File: src/rtl/key_pkg.sv
// Shared types and default constants for the manual step generator.
// Consumers: key_step_gen and its bench.
package key_pkg;

    typedef enum logic [1:0] {
        LOCK    = 2'd0,
        IDLE    = 2'd1,
        PRESSED = 2'd2,
        REPEAT  = 2'd3
    } key_step_state_t;

    localparam int KEY_CNT_W         = 26;
    localparam int KEY_LONG_PRESS    = 50_000_000;
    localparam int KEY_REPEAT_PERIOD = 10_000_000;

endpackage

File: src/rtl/key_step_gen.sv
// Turns a debounced key level into one-cycle CPU step strobes, with
// auto-repeat after a long press.
// Ports: clk, rst (sync, active-high), key_level (1 = pressed),
//        en (gates step_pulse only), step_pulse, repeating, step_count.
import key_pkg::*;

module key_step_gen #(
    parameter int CNT_W         = KEY_CNT_W,
    parameter int LONG_PRESS    = KEY_LONG_PRESS,
    parameter int REPEAT_PERIOD = KEY_REPEAT_PERIOD
) (
    input  logic       clk,
    input  logic       rst,
    input  logic       key_level,
    input  logic       en,
    output logic       step_pulse,
    output logic       repeating,
    output logic [7:0] step_count
);

    localparam logic [CNT_W-1:0] HOLD_LAST = CNT_W'(LONG_PRESS - 1);
    localparam logic [CNT_W-1:0] REP_LAST  = CNT_W'(REPEAT_PERIOD - 1);

    key_step_state_t  state_q, state_d;
    // Hold counter in PRESSED and repeat counter in REPEAT share this.
    logic [CNT_W-1:0] cnt_q, cnt_d;
    logic             pulse_q, pulse_d;
    logic             rep_q, rep_d;
    logic [7:0]       count_q, count_d;
    logic             issue;

    always_comb begin
        state_d = state_q;
        cnt_d   = cnt_q;
        issue   = 1'b0;
        unique case (state_q)
            LOCK: begin
                if (!key_level) state_d = IDLE;
            end
            IDLE: begin
                if (key_level) begin
                    state_d = PRESSED;
                    cnt_d   = '0;
                    issue   = 1'b1;
                end
            end
            PRESSED: begin
                if (!key_level) begin
                    state_d = IDLE;
                end else if (cnt_q == HOLD_LAST) begin
                    state_d = REPEAT;
                    cnt_d   = '0;
                    issue   = 1'b1;
                end else begin
                    cnt_d = cnt_q + 1'b1;
                end
            end
            REPEAT: begin
                if (!key_level) begin
                    state_d = IDLE;
                end else if (cnt_q == REP_LAST) begin
                    cnt_d = '0;
                    issue = 1'b1;
                end else begin
                    cnt_d = cnt_q + 1'b1;
                end
            end
            default: state_d = LOCK;
        endcase
        // en masks only the visible strobe; the schedule keeps running.
        pulse_d = issue & en;
        count_d = count_q + 8'(pulse_d);
        rep_d   = (state_d == REPEAT);
    end

    always_ff @(posedge clk) begin
        if (rst) begin
            state_q <= LOCK;
            cnt_q   <= '0;
            pulse_q <= 1'b0;
            rep_q   <= 1'b0;
            count_q <= '0;
        end else begin
            state_q <= state_d;
            cnt_q   <= cnt_d;
            pulse_q <= pulse_d;
            rep_q   <= rep_d;
            count_q <= count_d;
        end
    end

    assign step_pulse = pulse_q;
    assign repeating  = rep_q;
    assign step_count = count_q;

endmodule

File: config.mk
export PLATFORM = sky130hd
export DESIGN_NAME = key_step_gen
export DESIGN_NICKNAME = d
export VERILOG_FILES = /design/src/rtl/key_pkg.sv /design/src/rtl/key_step_gen.sv
export SDC_FILE = /design/constraint.sdc
export NUM_CORES = 1
export LEC_CHECK = 0
export BUFFER_PORTS_ARGS = -buffer_cell sky130_fd_sc_hd__buf_2
export CELL_PAD_IN_SITES_DETAIL_PLACEMENT = 0
export CELL_PAD_IN_SITES_GLOBAL_PLACEMENT = 1
export CORE_MARGIN = 2
export CORE_UTILIZATION = 43
export CTS_BUF_LIST = sky130_fd_sc_hd__clkbuf_2 sky130_fd_sc_hd__clkbuf_4 sky130_fd_sc_hd__clkbuf_8
export CTS_CLUSTER_DIAMETER = 100
export CTS_CLUSTER_SIZE = 28
export DETAILED_ROUTE_END_ITERATION = 12
export PLACE_DENSITY_LB_ADDON = 0.1
export SLEW_MARGIN = 20
export SYNTH_ARGS = -nofsm -noshare
export SYNTH_HDL_FRONTEND = slang
export SYNTH_SLANG_ARGS = --single-unit
File: constraint.sdc
create_clock -name clk -period 2.3 [get_ports clk]
set_input_delay 0 -clock clk [delete_from_list [all_inputs] [get_ports clk]]
set_output_delay 0 -clock clk [all_outputs]
set_load 0.02 [all_outputs]
-- Yosys cells after proc, flatten, opt, wreduce, memory -nomap -nowiden
Index checks and enable logic that the tools add are counted.
- word-level logic and storage cells: 38
- latch bits: 0
- bits in read-only memories: 0
- output and inout port bits: 10
- memories: 0
- memory bits (writable): 0
- bits in registers: 38
- reduce and logical (&&, ||, !) cells: 4
- eq/ne operators: 9
- multiply operators: 0
- div/mod/pow operators: 0
- add/sub/neg operators: 2
- shift operators: 0
- multiplexer cells: 17
- order comparisons: 0
- bitwise operators: 1
- operators with widths (cell ; number):
    2-to-1 mux 26 bit ; 5
    case mux 26 bit (3 select lines) ; 1
    adder 26 x 1 -> 26 bit, second input constant ; 1
    equality test 26 x 24 -> 1 bit, second input constant ; 1
    equality test 26 bit, second input constant ; 1
    adder 8 x 1 -> 8 bit ; 1
    2-to-1 mux 2 bit ; 4
    equality test 2 bit, second input constant ; 3
    != test 2 bit, second input constant ; 3
    case mux 2 bit (3 select lines) ; 1
    2-to-1 mux 1 bit ; 5
    AND reduction 4 bit ; 1
    case mux 1 bit (3 select lines) ; 1
    nonzero test 3 bit ; 1
    equality test 2 x 1 -> 1 bit, second input constant ; 1
    logical NOT 2 bit ; 1
    OR reduction 2 bit ; 1
    AND 1 bit ; 1

-- Longest topological paths before layout
- depth in word-level cells: 6
- depth in mapped cells: 11

-- Least setup slack after synthesis
OpenSTA, ideal clock, no wires.
- path type: flip-flop to flip-flop
- start point: reg cnt_q[20]
- end point: reg count_q[5] (netlist: step_count[5])
- stages on the path, launching flop included: 11
- clock period less this slack: 2189 ps
- data arrival time: 2062 ps
- required time: 2172 ps
- slack: 111 ps
- path through: dfxtp_1 > inv_1 > or4_4 > nor4_1 > a311oi_1 > nor3_1 > ha_1 > and3_1 > nand3_1 > xor2_1 > nor2_1
- cells in the longest elaborated chain, start to end: 6
- ends and longest elaborated chain (item ; line ; source):
    start, declared ; key_step_gen.sv:26 ; logic [CNT_W-1:0] cnt_q, cnt_d;
    start signal, assigned ; key_step_gen.sv:85 ; cnt_q <= cnt_d;
    equality test 26 x 24 -> 1 bit or equality test 26 bit (tied branches) ; key_step_gen.sv:61, key_step_gen.sv:50 ;
    2-to-1 mux 1 bit (on tied branches) ; key_step_gen.sv:61, key_step_gen.sv:50 ;
    2-to-1 mux 1 bit (on tied branches) ; key_step_gen.sv:59, key_step_gen.sv:48 ;
    case mux 1 bit (3 select lines) * ; key_step_gen.sv:36 ; unique case (state_q)
    AND 1 bit * ; key_step_gen.sv:71 ; pulse_d = issue & en;
    via pulse_d ; key_step_gen.sv:27 ; logic pulse_q, pulse_d;
    adder 8 x 1 -> 8 bit * ; key_step_gen.sv:72 ; count_d = count_q + 8'(pulse_d);
    end signal, assigned ; key_step_gen.sv:88 ; count_q <= count_d;
    end, declared ; key_step_gen.sv:29 ; logic [7:0] count_q, count_d;
Mark *: on every way through the listed nets, which the timed path passes. The rest lies on a longest branch.
A chain may end at the register's enable or synchronous reset.

-- Worst setup path after layout
- start point: reg cnt_q[1]
- end point: reg count_q[5] (netlist: step_count[5])
Same word-level chain as after synthesis.

==> metrics.md <==
| Metric | Value |
|---|---|
| Worst-Margin Slew | 0.404 ns |
| Post-Syn Nets | 249 |
| Hold Path Class | in2reg |
| Vias/cell | 5.42 |
| Largest net degree at the start of global routing | 25 |
| # H-tree levels | 2 |
| GRT Residual Overflow | 0 |
| Synth Area in Compound Gates | 13.4% |
| Core Footprint | 4660 um2 |
| Vias in the first global route | 1740 |
| Hold Vio Cnt, Final | 0 |
| Cell taking the most area after synthesis | dfxtp_1 |
| Power density cells | 495 nW/um2 |
| Area Growth Syn to Fin | 27.7% |
| WL per Instance | 13.9 um |
| Rel. slew slack | 72.4% |
| Slowest stage delay, CP | 0.36 ns |
| Filler cells | 430 |
| Family with the most delay on the worst path | simple AND/OR/NAND/NOR gates |
| Min cycle time layout | 2.26 ns |
| CP max stage cell | dfxtp_2 |
| Max capacitance violation total | 0 |
| Mapped Cells | 237 |
| Chip width | 73.3 um |
| Die Span Y | 73.3 um |
| Final period util | 98.3% |
| Worst-path cell chain | ha_4 -> and4b_1 -> nand4_4 -> nor4_4 -> a311oi_2 -> nor3_1 -> ha_2 -> and3_4 -> nand3_2 -> xor2_1 -> nor2_1 |
| Switching pwr | 307 uW |
| Post-detailed-route count of antenna-violating nets | 0 |
| Dpl ws | -0.0591 ns |
| Worst clock skew | 0.00691 ns |
| Comb pwr share | 7.4% |
| CP Capture Type | flip-flop |
| Ratio of cells with drive above 1 in the final layout | 29.0% |
| Syn. warnings | 0 |
| Detail Placement HPWL | 3410 um |
| Final routed DRC violation total | 0 |
| Routed vias | 1843 |
| Clk sinks | 38 |
| WS Path Type | reg2reg |
| Sw Share | 23.6% |
| Count leader, synth | dfxtp_1 |
| Worst flop-to-flop path startpoint | cnt_q[1]$_SDFFE_PP0P_ |
| Int Pwr | 997 uW |
| Total Power Consumption | 1300 uW |
| CTS root buf | clkbuf_8 |
| F_max | 442 MHz |
| Synth Area in Adders | 4.85% |
| CTS tree | yes |
| Row cnt | 25 |
| Worst Path Buf+Inv | 0 |
| Number of diodes | 0 |
| Reg power frac | 50.8% |
| Clk_lat worst skew | 0.29 ns |
| Number of synthesized register bits | 38 |
| CTS clk-pin slew, worst paths | 0.08 ns |
| Gpl congestion | 0.759 |
| EDFF count, synth | 0 |
| Critical Path Source Type | flip-flop |
| Initial antenna violation count | 0 |
| Largest family of logic cells by synthesized area | simple AND/OR/NAND/NOR gates |
| Setup crit start | cnt_q[1]$_SDFFE_PP0P_ |
| Hold Startpoint | key_level |
| TNS Setup | 0 ns |
| First-pass GRT wire length | 8000 um |
| Die footprint | 5370 um2 |
| Predominant post-synthesis flop cell | dfxtp_1 |
| Status | finished clean |
| Top cells by instance count after synthesis | dfxtp_1, nor2_1, xnor2_1 |
| Buffers on Ports | 13 |
| Post-Synth XOR/XNOR Area | 10.2% |
| GRT Total Usage | 19.4% |
| Post-Route WL | 4730 um |
| Initial Util | 44.3% |
| Seq/Total Area, Yosys | 36.8% |
| # setup viols final | 0 |
| Unique masters post-synth | 47 |
| Lkg Pwr | 0.000993 uW |
| Post-Syn Area | 2060 um2 |
| Async S/R FF share, synth | 0% |
| Top-Level Pins | 14 |
| DRT iter0 DRCs | 66 |
| Critical path required time | 2.48 ns |
| CTS Buf Count | 5 |
| Post-synthesis mux area share | 0% |
| Slew Viols, Final | 0 |
| NumNets Final | 297 |
| Unrepaired setup endpoints after global routing | yes |
| Max IR drop VDD | 0.226 mV |
| Final WS setup | 0.0389 ns |
| Clock power frac | 41.8% |
| Simple-gate share of the synthesized area | 30.1% |
| Crit path DAT | 2.44 ns |
| Drt first pass iters | 4 |
| Ranking of synthesized cells by area | dfxtp_1, xnor2_1, nor2_1 |
| CTS Buffer Depth | 2 |
| Yosys top cell area share | 36.8% |
| Syn_area_per_cell | 8.71 um2 |
| Worst Path Max Fanout | 4 |
| Hold WS | 0.0129 ns |
-- cell families after synthesis --
group                    Yosys count
AO/OA/AOI/OAI                     36
XOR/XNOR                          24
adder cells (fa/ha/maj)            8
buffers and inverters             18
flip-flops                        38
AND/OR/NAND/NOR                  113
-- worst register-to-register path, cell delays in order, from the launching register on --
cell	delay (ns)
dfxtp_2	0.36
ha_4	0.14
and4b_1	0.24
nand4_4	0.15
nor4_4	0.27
a311oi_2	0.07
nor3_1	0.19
ha_2	0.24
and3_4	0.21
nand3_2	0.08
xor2_1	0.15
nor2_1	0.05
-- power by group through the flow --
stage / combinational (uW) / clock [uW] / sequential (uW)
detailed placement: 93.8 / 0 / 678
floorplan: 63.6 / 0 / 678
global placement: 94.0 / 0 / 678
finish: 96.2 / 545 / 663
CTS: 95.8 / 563 / 663
global route: 107 / 589 / 663
-- what timing repair did --
action,4_1_cts,5_1_grt
buffers inserted,0,5
pin swaps,0,9
gates resized for setup,3,17
cloned,0,0
setup endpoints to repair,4,6
hold buffers,1,0
hold endpoints to repair,1,0
-- cell usage in the layout (no fill, tap or decap), drive strengths merged, types with 4 or more instances in the layout --
| cell | count |
|---|---|
| buf | 51 |
| dfxtp | 38 |
| nor2 | 28 |
| xnor2 | 20 |
| nand2 | 19 |
| nor4 | 14 |
| nand3 | 12 |
| a21oi | 9 |
| clkbuf | 8 |
| nor3 | 8 |
| ha | 8 |
| inv | 7 |
| and3 | 6 |
| nand4 | 6 |
| a211o | 5 |
| xor2 | 4 |
| o21ai | 4 |
| or4 | 4 |
-- flip-flops by register name (all words and copies together) (netlist names) --
signal	cells
repeating	1
cnt_q	26
step_pulse	1
state_q	2
step_count	8
-- layout make-up --
cell class	instances	area, um2	share of cell area [%]
well taps	54	67.6	2.56
inverters	7	26.3	0.997
multi-input cells	181	1290	49.1
repair buffers	52	373	14.1
flip-flops and latches	38	766	29.0
clock buffers	8	110	4.18
-- path summary, 6_finish.rpt --
kind / endpoint / slack (ns) / depth (start not counted)
hold / removal: step_pulse$_SDFF_PP0_ / 0.01 / 3
hold reg to reg: step_count[7]$_SDFF_PP0_ / 0.53 / 2
setup / recovery: step_count[5]$_SDFF_PP0_ / 0.04 / 11
setup reg to reg: step_count[5]$_SDFF_PP0_ / 0.04 / 11
-- metrics by stage --
| stage | area (um2) | instances | util (%) |
|---|---|---|---|
| 6_report | 2640 | 340 | 56.6 |
| 5_1_grt | 2640 | 340 | 56.6 |
| 4_1_cts | 2520 | 335 | 54.1 |
| 3_5_place_dp | 2390 | 326 | 51.2 |
| 3_3_place_gp | 2390 | 326 | 51.2 |
| 2_1_floorplan | 2060 | 237 | - |
-- metal layers --
metal / track usage (%) / wire length [um] / share of wire, %
met5: 0 / 0 / 0
met4: 7.88 / 82 / 1.7
met3: 2.88 / 127 / 2.7
met2: 32.9 / 2260 / 48
met1: 24.5 / 2270 / 48
Note: power is estimated with default switching activity, not from simulation.
